===== src/rtl/div.sv =====
// rtl/div.sv - multi-cycle restoring divider for DIV/DIVU in the execute stage

module div #(
    parameter int DIV_W = 32
) (
    input  logic                 clk,
    input  logic                 rst,
    input  logic                 signed_div_i,
    input  logic [DIV_W-1:0]     opdata1_i,
    input  logic [DIV_W-1:0]     opdata2_i,
    input  logic                 start_i,
    input  logic                 annul_i,
    output logic [2*DIV_W-1:0]   result_o,
    output logic                 ready_o
);

    localparam int CNT_W = $clog2(DIV_W) + 1;
    localparam logic [CNT_W-1:0] CNT_LAST = CNT_W'(DIV_W);

    typedef enum logic [1:0] {
        FREE   = 2'd0,
        BYZERO = 2'd1,
        ON     = 2'd2,
        FINISH = 2'd3
    } state_t;

    state_t              state, state_nx;
    logic [CNT_W-1:0]    cnt, cnt_nx;
    logic [DIV_W-1:0]    rem, rem_nx;
    // dvd starts as the dividend magnitude and fills with quotient bits from the LSB
    logic [DIV_W-1:0]    dvd, dvd_nx;
    logic [DIV_W-1:0]    dvs, dvs_nx;
    logic                neg_q, neg_q_nx;
    logic                neg_r, neg_r_nx;
    logic [2*DIV_W-1:0]  result_nx;
    logic                ready_nx;

    logic [DIV_W:0]      rem_sh;
    logic [DIV_W:0]      trial;
    logic [DIV_W-1:0]    q_fix;
    logic [DIV_W-1:0]    r_fix;
    logic                op1_neg;
    logic                op2_neg;

    // State and datapath registers; reset discards any operation in flight
    always_ff @(posedge clk) begin
        if (rst) begin
            state    <= FREE;
            cnt      <= '0;
            rem      <= '0;
            dvd      <= '0;
            dvs      <= '0;
            neg_q    <= 1'b0;
            neg_r    <= 1'b0;
            result_o <= '0;
            ready_o  <= 1'b0;
        end else begin
            state    <= state_nx;
            cnt      <= cnt_nx;
            rem      <= rem_nx;
            dvd      <= dvd_nx;
            dvs      <= dvs_nx;
            neg_q    <= neg_q_nx;
            neg_r    <= neg_r_nx;
            result_o <= result_nx;
            ready_o  <= ready_nx;
        end
    end

    // Next-state, one restoring iteration per ON cycle, and final sign correction
    always_comb begin
        state_nx  = state;
        cnt_nx    = cnt;
        rem_nx    = rem;
        dvd_nx    = dvd;
        dvs_nx    = dvs;
        neg_q_nx  = neg_q;
        neg_r_nx  = neg_r;
        result_nx = result_o;
        ready_nx  = ready_o;

        op1_neg = signed_div_i & opdata1_i[DIV_W-1];
        op2_neg = signed_div_i & opdata2_i[DIV_W-1];

        // Shifted partial remainder needs one extra bit: it can exceed DIV_W bits
        // when the divisor magnitude is close to 2**DIV_W
        rem_sh = {rem, dvd[DIV_W-1]};
        trial  = rem_sh - {1'b0, dvs};

        // Most-negative / -1 wraps back to itself, which is the wanted quotient
        q_fix = neg_q ? (~dvd + 1'b1) : dvd;
        r_fix = neg_r ? (~rem + 1'b1) : rem;

        unique case (state)
            FREE: begin
                result_nx = '0;
                ready_nx  = 1'b0;
                if (start_i && !annul_i) begin
                    neg_q_nx = op1_neg ^ op2_neg;
                    neg_r_nx = op1_neg;
                    cnt_nx   = '0;
                    rem_nx   = '0;
                    dvd_nx   = op1_neg ? (~opdata1_i + 1'b1) : opdata1_i;
                    dvs_nx   = op2_neg ? (~opdata2_i + 1'b1) : opdata2_i;
                    if (opdata2_i == '0) begin
                        state_nx = BYZERO;
                    end else begin
                        state_nx = ON;
                    end
                end
            end

            BYZERO: begin
                if (annul_i) begin
                    state_nx  = FREE;
                    result_nx = '0;
                    ready_nx  = 1'b0;
                end else begin
                    state_nx  = FINISH;
                    result_nx = '0;
                    ready_nx  = 1'b1;
                end
            end

            ON: begin
                if (annul_i) begin
                    state_nx  = FREE;
                    result_nx = '0;
                    ready_nx  = 1'b0;
                    cnt_nx    = '0;
                end else if (cnt == CNT_LAST) begin
                    state_nx  = FINISH;
                    result_nx = {r_fix, q_fix};
                    ready_nx  = 1'b1;
                end else begin
                    if (!trial[DIV_W]) begin
                        rem_nx = trial[DIV_W-1:0];
                        dvd_nx = {dvd[DIV_W-2:0], 1'b1};
                    end else begin
                        rem_nx = rem_sh[DIV_W-1:0];
                        dvd_nx = {dvd[DIV_W-2:0], 1'b0};
                    end
                    cnt_nx = cnt + 1'b1;
                end
            end

            FINISH: begin
                // Result is held until ex drops its request; flush is ignored here
                if (!start_i) begin
                    state_nx  = FREE;
                    result_nx = '0;
                    ready_nx  = 1'b0;
                end
            end

            default: begin
                state_nx  = FREE;
                result_nx = '0;
                ready_nx  = 1'b0;
            end
        endcase
    end

endmodule


===== config.mk =====
export PLATFORM = sky130hd
export DESIGN_NAME = div
export DESIGN_NICKNAME = d
export VERILOG_FILES = /design/src/rtl/div.sv
export SDC_FILE = /design/constraint.sdc
export NUM_CORES = 1
export LEC_CHECK = 0
export CAP_MARGIN = 20
export CORE_UTILIZATION = 57
export DETAILED_ROUTE_END_ITERATION = 10
export MAX_ROUTING_LAYER = met4
export PLACE_DENSITY = 0.81
export SYNTH_ARGS = -nofsm -noshare
export SYNTH_HDL_FRONTEND = slang
export SYNTH_SLANG_ARGS = --single-unit

===== constraint.sdc =====
create_clock -name clk -period 3.71 [get_ports clk]
set_input_delay 0.9275 -clock clk [delete_from_list [all_inputs] [get_ports clk]]
set_output_delay 0.9275 -clock clk [all_outputs]
set_load 0.02 [all_outputs]

==> metrics.txt <==
Overall Global Routing Usage=31.1%; VDD IR max=0.000387 V; Internal Power=just over 4 mW; top_reg_cell synth=dfxtp_1; synth top area cells=dfxtp_1 (31%), xnor2_1 (8.3%), nand2_1 (6.6%); top cell type by total area after synthesis=dfxtp_1; Synth Cell Area=about 11000 um^2; detailed placement HPWL=21.5 mm; Leak=slightly below 5 nW; Sw Share=38.5%; drt first-iter violations=886; row count=50; critical path arrival=3.89 ns; Commonest cells post-synth=nand2_1 (193), dfxtp_1 (171), nor2_1 (165); final non-filler cell area=13300 um^2; Die Ht=140 um; count of pins over their slew limit=0; Initial Util=roughly three fifths; initial antenna violation count=0; final hold violation count=0; hold depth=2; f_max=286 MHz; min-delay src=dvs[31]; count leader, synth=nand2_1; post-route ant nets=0; Nets=1658; post-CTS setup repair buffer count=0; largest net degree at the start of global routing=83; RD Place Congestion=0.958; Gate power share=~37%; Seq/Total Area, Yosys=a little under a third; Worst Hold End=dvs[31]; Sink Count=171; Reg power frac=33.2%; CTS tree=yes; Die Wd=about 140 um; P&R area growth vs syn=21.3%; Clk network pwr share=29.7%; crit end category=register; wire length per cell=16.3 um; Slew Limit Headroom=about a quarter; flop2flop setup slack=between 0.2 and 0.25 ns; #FFs+latches synth=171; Area after DPL=12600 um^2; pwr/cell area=505 nW/um^2; Syn. warnings=0; htree depth=4; Bufs on Longest Clock Path=2; outcome=complete, no violations; Final Power=6.70 mW; P_sw=2.58 mW; Tcrit/Tclk final=94.3%; Die ar.=19700 um^2; CP required=4.10 ns; vias in the first global route=9587; Syn Nets=roughly 1500; clk_skew=0.00915 ns; Hold WC Path Type=reg2reg; clk_lat worst skew=0.45 ns; # port buffers=133; total gr overflow=0; min cycle time layout=around 3.5 ns; CTS clk-pin slew, worst paths=0.07 ns; crit-path max FO=16; Max-cap violations=0; cells after synthesis=1436; antenna diode count=0; reg2reg start=dvd[31]; hold_buf cts=0; Finish-stage setup viols=0; Worst Reg-to-Reg Cells=13; Fin Setup TNS=0 ns; cts bufs inserted=17; EDFF count, synth=0; DRT Wirelength=29.3 mm; final non-filler cell total=around 1800; CTS resizes=0; Post-Syn Area per Cell=7.61 um^2; critical path type=reg2reg; RR Endpoint=rem[13]; Yosys cell types=66; layout cells sized above 1=6.54%; RSZ-0062 raised after global routing=no; first-pass GRT wire length=48.0 mm; ys async rst share=0%; number of instances in the placed design=1762; top-area cell type share of the netlist area=31.3%; Vias/cell=5.96; vias=10700; crit start category=register; core region area=18800 um^2; remaining routing DRC violations=0; I/O pins=134; TritonRoute pass-1 iters=6; clock root buffer=clkbuf_16; worst-margin pin slew=1.10 ns
## registers in the layout (all words and copies together) (netlist names)
register  cells
neg_r         1
dvs          32
dvd          32
result_o     64
neg_q         1
state         2
ready_o       1
cnt           6
rem          32
## worst max-delay path: stages (launching register included)
cell	delay (ns)
dfxtp_1	0.39
inv_1	0.09
ha_1	0.23
fa_1	0.40
nor2b_1	0.17
o31a_1	0.21
o41ai_2	0.11
o211a_1	0.29
or4_1	0.52
nand3_2	0.13
buf_4	0.28
o311ai_0	0.31
o21ai_0	0.16
a22o_1	0.15
## metrics by stage
stage	setup WS [ns]	hold slack, ns	utilization (%)
final	0.210	0.472	70.6
after global routing	0.0580	0.500	70.6
after CTS	0.307	0.468	70.6
after detailed placement	-0.109	0.459	67.1
after global placement	0.0479	0.444	67.1
after floorplan	0.573	0.432	-
## cell usage in the layout (no fill, tap or decap), types with 5 or more instances in the layout
cell type	count
xnor2_1	103
inv_1	60
nor4_1	10
and2_1	6
nand4_1	9
a22oi_1	60
o21a_1	11
ha_1	40
clkdlybuf4s50_1	132
dfxtp_1	171
clkbuf_16	17
a311oi_1	7
or4_1	9
or2_2	5
a21oi_1	106
o211ai_1	5
mux2i_1	20
and3_1	6
o21bai_1	9
o41ai_1	13
nand3_1	13
nor2b_1	11
a211oi_1	26
o31ai_1	28
nor3_1	22
nor2_1	163
o21ai_0	101
buf_4	40
nand2b_1	11
xor2_1	38
nand2_1	193
a21o_1	13
or3_1	18
## routing by layer
metal / GRT usage, % / share of wire, %
met1: 44.2 / 48
met2: 45.7 / 43
met3: 4.41 / 7.0
met4: 8.85 / 1.8
met5: - / 0
## power by group through the flow
stage / Combinational [mW] / Clock, mW / Sequential (mW)
3_5_place_dp: 2.43 / 0 / 2.26
2_1_floorplan: 1.85 / 0 / 2.17
6_report: 2.48 / 1.99 / 2.23
3_3_place_gp: 2.38 / 0 / 2.25
5_1_grt: 2.74 / 2.09 / 2.25
4_1_cts: 2.45 / 2.00 / 2.22
## worst max-delay path by stage
stage | startpoint | slack, ns | end | depth (start not counted)
3_3_place_gp | opdata1_i[20] | 0.05 | dvd[29] | 10
4_1_cts | dvd[31] | 0.31 | rem[13] | 13
3_5_place_dp | opdata2_i[3] | -0.11 | dvs[24] | 10
2_1_floorplan | dvd[31] | 0.57 | rem[21] | 12
5_1_grt | opdata2_i[3] | 0.06 | dvs[24] | 10
6_report | dvd[31] | 0.21 | rem[13] | 13
## cells by family after synthesis
kind of cell / Yosys count / share of synthesized area, %
DFF: 171 / 31.3
AOI/OAI and AO/OA: 414 / 24.5
adders and majority gates: 42 / 4.88
xor gates and xnor gates: 141 / 11.3
and+or+nand+nor: 502 / 20.8
buffers and inverters: 142 / 4.94
muxes: 24 / 2.24
## area by class of cell
type | instances | area, um^2
Multi-Input combinational cell | 1123 | 7000
Clock inverter | 15 | 224
Clock buffer | 17 | 425
Sequential cell | 171 | 3420
Inverter | 60 | 225
Fill cell | 1549 | 5520
Tap cell | 234 | 293
Timing Repair Buffer | 174 | 1660
No activity file was read; power rests on OpenSTA's default activity.
